### src/rtl/dft_scan_ctrl.sv
// Scan-out sequencer: captures DUT state, then shifts the scan chain out one
// word at a time through the SIPO buffer and hands each committed word to the
// host over a valid/ready port. The DUT clock is gated off whenever a word is
// waiting in the buffer or at the host, so the chain never loses a bit.
//
// state   | meaning
// --------+----------------------------------------------------------------
// IDLE    | no pass in progress, all controls low
// CAPTURE | functional capture cycles with the DUT clock running
// ARM     | requesting a buffer operation, waiting for buf_op_ack
// SHIFT   | shifting one word of the chain into the buffer
// WAIT_C  | chain frozen, waiting for buf_op_commit
// OUT     | committed word presented to the host
// DONE    | one-cycle completion pulse
module dft_scan_ctrl #(
    parameter int unsigned CHAIN_LEN   = 256,
    parameter int unsigned WORD_W      = 32,
    parameter int unsigned CAP_CYCLES  = 1,
    parameter int unsigned ACK_TIMEOUT = 8
) (
    input  logic              clk_i,
    input  logic              rst_ni,
    input  logic              start_i,
    input  logic              abort_i,
    output logic              busy_o,
    output logic              done_o,
    output logic              err_o,
    output logic              dut_clk_en_o,
    output logic              sc_sen_o,
    output logic              buf_op_o,
    output logic              buf_val_op_o,
    output logic              buf_sin_sel_o,
    input  logic              buf_op_ack_i,
    input  logic              buf_op_commit_i,
    input  logic              buf_scaning_i,
    input  logic [WORD_W-1:0] dft_out_i,
    output logic [WORD_W-1:0] out_data_o,
    output logic              out_val_o,
    input  logic              out_rdy_i
);

    localparam int unsigned NUM_WORDS = CHAIN_LEN / WORD_W;
    localparam int unsigned BIT_W     = $clog2(WORD_W) + 1;
    localparam int unsigned WCNT_W    = $clog2(NUM_WORDS) + 1;

    localparam logic [BIT_W-1:0]  BIT_LAST  = BIT_W'(WORD_W - 1);
    localparam logic [WCNT_W-1:0] WORD_LAST = WCNT_W'(NUM_WORDS - 1);
    // tmo starts at 0 on state entry, so the last allowed cycle is N-1.
    localparam logic [3:0]        CAP_LAST  = 4'(CAP_CYCLES - 1);
    localparam logic [3:0]        TMO_LAST  = 4'(ACK_TIMEOUT - 1);

    typedef enum logic [2:0] {
        IDLE    = 3'd0,
        CAPTURE = 3'd1,
        ARM     = 3'd2,
        SHIFT   = 3'd3,
        WAIT_C  = 3'd4,
        OUT     = 3'd5,
        DONE    = 3'd6
    } state_t;

    state_t              state_q, state_d;
    logic [BIT_W-1:0]    bit_cnt_q, bit_cnt_d;
    logic [WCNT_W-1:0]   word_cnt_q, word_cnt_d;
    logic [3:0]          tmo_q, tmo_d;
    logic                err_q, err_d;

    // State, counters and sticky error register.
    always_ff @(posedge clk_i or negedge rst_ni) begin
        if (!rst_ni) begin
            state_q    <= IDLE;
            bit_cnt_q  <= '0;
            word_cnt_q <= '0;
            tmo_q      <= '0;
            err_q      <= 1'b0;
        end else begin
            state_q    <= state_d;
            bit_cnt_q  <= bit_cnt_d;
            word_cnt_q <= word_cnt_d;
            tmo_q      <= tmo_d;
            err_q      <= err_d;
        end
    end

    // Next-state, counter and error update.
    always_comb begin
        state_d    = state_q;
        bit_cnt_d  = bit_cnt_q;
        word_cnt_d = word_cnt_q;
        err_d      = err_q;

        unique case (state_q)
            IDLE: begin
                if (start_i && !abort_i) begin
                    err_d      = 1'b0;
                    word_cnt_d = '0;
                    state_d    = CAPTURE;
                end
            end
            CAPTURE: begin
                if (tmo_q == CAP_LAST) state_d = ARM;
            end
            ARM: begin
                if (buf_op_ack_i) begin
                    bit_cnt_d = '0;
                    state_d   = SHIFT;
                end else if (tmo_q == TMO_LAST) begin
                    err_d   = 1'b1;
                    state_d = IDLE;
                end
            end
            SHIFT: begin
                // The buffer only reports scanning once it has seen sc_sen.
                if ((bit_cnt_q != '0) && !buf_scaning_i) err_d = 1'b1;
                bit_cnt_d = bit_cnt_q + BIT_W'(1);
                if (bit_cnt_q == BIT_LAST) state_d = WAIT_C;
            end
            WAIT_C: begin
                if (buf_op_commit_i) begin
                    state_d = OUT;
                end else if (tmo_q == TMO_LAST) begin
                    err_d   = 1'b1;
                    state_d = IDLE;
                end
            end
            OUT: begin
                if (out_rdy_i) begin
                    word_cnt_d = word_cnt_q + WCNT_W'(1);
                    state_d    = (word_cnt_q == WORD_LAST) ? DONE : ARM;
                end
            end
            DONE: begin
                state_d = IDLE;
            end
            default: begin
                state_d = IDLE;
            end
        endcase

        if (buf_op_commit_i && (state_q != WAIT_C)) err_d = 1'b1;

        // Abort leaves the error flag exactly as it was.
        if (abort_i && (state_q != IDLE)) begin
            state_d = IDLE;
            err_d   = err_q;
        end

        if (state_d != state_q) tmo_d = '0;
        else if (tmo_q == 4'hF)  tmo_d = tmo_q;
        else                     tmo_d = tmo_q + 4'd1;
    end

    // Moore outputs decoded from the registered state.
    always_comb begin
        busy_o        = (state_q != IDLE);
        done_o        = 1'b0;
        dut_clk_en_o  = 1'b0;
        sc_sen_o      = 1'b0;
        buf_op_o      = 1'b0;
        buf_val_op_o  = 1'b0;
        buf_sin_sel_o = 1'b0;
        out_val_o     = 1'b0;
        unique case (state_q)
            CAPTURE: dut_clk_en_o = 1'b1;
            ARM:     buf_op_o     = 1'b1;
            SHIFT: begin
                dut_clk_en_o  = 1'b1;
                sc_sen_o      = 1'b1;
                buf_op_o      = 1'b1;
                buf_val_op_o  = 1'b1;
                buf_sin_sel_o = 1'b1;
            end
            OUT:     out_val_o    = 1'b1;
            DONE:    done_o       = 1'b1;
            default: ;
        endcase
    end

    assign err_o      = err_q;
    // The datapath only reloads on commit, so this is stable throughout OUT.
    assign out_data_o = dft_out_i;

endmodule

### config.mk
export PLATFORM = sky130hd
export DESIGN_NAME = dft_scan_ctrl
export DESIGN_NICKNAME = d
export VERILOG_FILES = /design/src/rtl/dft_scan_ctrl.sv
export SDC_FILE = /design/constraint.sdc
export NUM_CORES = 1
export LEC_CHECK = 0
export ABC_AREA = 1
export CORE_ASPECT_RATIO = 0.8
export CORE_MARGIN = 2
export CORE_UTILIZATION = 40
export CTS_BUF_LIST = sky130_fd_sc_hd__clkbuf_4 sky130_fd_sc_hd__clkbuf_8
export CTS_CLUSTER_SIZE = 30
export DETAILED_ROUTE_END_ITERATION = 8
export GPL_ROUTABILITY_DRIVEN = 0
export GPL_TIMING_DRIVEN = 0
export HOLD_SLACK_MARGIN = 0.05
export PLACE_DENSITY = 0.83
export SLEW_MARGIN = 30
export SYNTH_ARGS = -nofsm -noshare
export SYNTH_HDL_FRONTEND = slang
export SYNTH_SLANG_ARGS = --single-unit
### constraint.sdc
create_clock -name clk_i -period 1.5 [get_ports clk_i]
set_input_delay 0.45 -clock clk_i [delete_from_list [all_inputs] [get_ports clk_i]]
set_output_delay 0.45 -clock clk_i [all_outputs]
set_load 0.03 [all_outputs]
==> reports/metrics.yaml <==
outcome:
  status: "finished with violations"
  violations: "negative setup slack"
timing:
  tightest_slew_ps: 841
  max_freq_mhz: 579
  hold_violations: 0
  drv_slew: 0
  relSlewSlack: 0.438
  finalWorstSetupSlack_ps: -226
  rsz0062_at_grt: "true"
  setup_viol: 14
  min_period_ps: 1730
  skew_ps: 3.06
  setup_tns_ps: -1960
  post-route-period-util: 1.15
cts:
  cts_buffer_depth: 2
  cts-buffers-inserted: 3
  cts_tree: "yes"
  path_clk_slew_ps: 70
  cts_sinks: 18
  cts_hold_buf: 0
  clockRootBuffer: "clkbuf_8"
  htree_levels: 1
  clk_latency_ps: 260
critical_path:
  required_ps: 1050
  cp_max_fo: 4
  cp-endpoint: "buf_val_op_o"
  cp-startpoint: "state_q[2]$_DFF_PN0_"
  start_kind: "flip-flop"
  crit_type: "flip-flop to primary output"
  endpoint_kind: "primary output"
  rr_worst_depth: 10
  rr_startpoint: "state_q[2]$_DFF_PN0_"
  r2r_slack_ps: -140
  r2r_end: "err_o$_DFFE_PN0P_"
  arrival_ps: 1280
detailed_routing:
  drtIter0Drc: 62
  drt_wl_total_um: 4770
  wl_per_cell_um: 14.9
  vias: 1627
  vias_per_cell: 5.07
  drtPass1Iterations: 4
  drc: 0
  ant_nets: 0
layout:
  drive_above_1_share: 0.477
  stdcell_area_um2: 2470
  syn2layout_area_growth_pct: 69.4
  mostFrequentLayoutCell: "buf_4"
  diodes: 0
  nets: 325
  layout_common_cells: "52 x buf_4, 35 x dlygate4sd2_1, 25 x nand2_1, 18 x inv_1"
logic_synthesis:
  synth.distinct_cells: 24
  seq_area_frac_synth: 0.308
  syn_area_per_cell_um2: 7.23
  syn_area_um2: 1460
  syn_inst: 202
  ys_warn_count: 0
  syn_nets: 247
  ys_seq_elements: 18
floorplanning:
  dieArea_um2: 4150
  row_count: 19
  core_um2: 3470
  ios: 81
  start_util: 0.421
  die_h_um: 58.0
  fp.dieW_um: 71.6
place:
  placed_cell_area_um2: 2010
  dp_hpwl_um: 2640
  io_buffers: 48
pwr:
  leakage_uw: 0.00125
  vdd.ir_drop.worst_v: 0.00118
  power.density_nw_per_um2: 1270
global_route:
  antenna_found_initial: 0
  grt-ovfl-total: 0
  grt_max_degree: 19
  grt_pass1_wl_um: 7240
  track_usage: 0.224
  grt_pass1_vias: 1626
worst_hold_path:
  hold_class: "flip-flop to flip-flop"
  hold_depth: 1
flow_run:
  maxCapViolCount: 0
[kinds of logic after synthesis]
| family | synth area share |
|---|---|
| AO/OA/AOI/OAI | 0.0857 |
| XOR/XNOR | 0.0120 |
| adder cells (fa/ha/maj) | 0.0428 |
| buffers and inverters | 0.254 |
| flip-flops | 0.308 |
| AND/OR/NAND/NOR | 0.296 |
[synthesized netlist by cell type (all sizes together)]
master / instances / area (um2)
a21oi: 4 / 20.0
a22o: 1 / 8.76
a32o: 1 / 10.0
buf: 35 / 267
dfrtp: 18 / 450
ha: 5 / 62.6
inv: 28 / 105
nand2: 36 / 145
nand3: 20 / 115
nor2: 27 / 121
nor3: 8 / 45.0
o211ai: 1 / 7.51
o21ai: 12 / 60.1
o22ai: 3 / 18.8
or2: 1 / 6.26
xor2: 2 / 17.5
[metal layers]
metal,wire length [um],share of wire,track usage
met1,1840,0.38,0.255
met2,2500,0.52,0.409
met3,263,0.055,0.0452
met4,179,0.037,0.0970
met5,0,0,0
[flip-flops by register name, indices dropped and copies added (netlist names)]
name,cells
bit_cnt_q,6
err_o,1
state_q,3
tmo_q,4
word_cnt_q,4
[worst min path at each step]
stage	from	to	slack, ps
3_5_place_dp	err_o$_DFFE_PN0P_	err_o$_DFFE_PN0P_	520
3_3_place_gp	err_o$_DFFE_PN0P_	err_o$_DFFE_PN0P_	510
6_report	bit_cnt_q[4]$_DFFE_PN0P_	bit_cnt_q[4]$_DFFE_PN0P_	550
2_1_floorplan	rst_ni	bit_cnt_q[0]$_DFFE_PN0P_	150
4_1_cts	bit_cnt_q[4]$_DFFE_PN0P_	bit_cnt_q[4]$_DFFE_PN0P_	540
5_1_grt	bit_cnt_q[4]$_DFFE_PN0P_	bit_cnt_q[4]$_DFFE_PN0P_	580
[stage by stage]
stage	total power, uW	hold WS [ps]	worst slack, ps	cells	utilization
after floorplan	1700	154	-80.2	202	-
after global placement	2050	511	-655	292	0.580
after detailed placement	2100	520	-653	292	0.580
after CTS	2810	538	-155	317	0.677
after global routing	3320	579	-276	321	0.713
final	3130	546	-226	321	0.713
[repair_timing]
action,CTS,global route
setup endpoints to repair,46,18
endpoints found under the hold margin,0,0
buffers inserted,21,4
pin swaps,21,16
resized for setup,133,27
[area by class of cell]
class,count,area [um2]
sequential,18,453
tap,42,52.6
inverter,28,113
timing repair buffer,73,657
multi-input combinational,121,873
fill,248,997
buffer,35,270
clock buffer,4,55.1
[worst max-delay path: stages, from the launching register on]
cell	delay, ps
dfrtp_2	430
inv_4	100
nand2_4	60
nor2_4	160
buf_4	130
buf_6	120
[report_power, final]
part           internal, uW  switching (uW)  leakage, uW  total (uW)
Clock                   234             171    0.0000288         405
Combinational           808            1150     0.000987        1960
Sequential              609             157     0.000239         766
Total                  1650            1480      0.00125        3130
No activity file was read; power rests on OpenSTA's default activity.
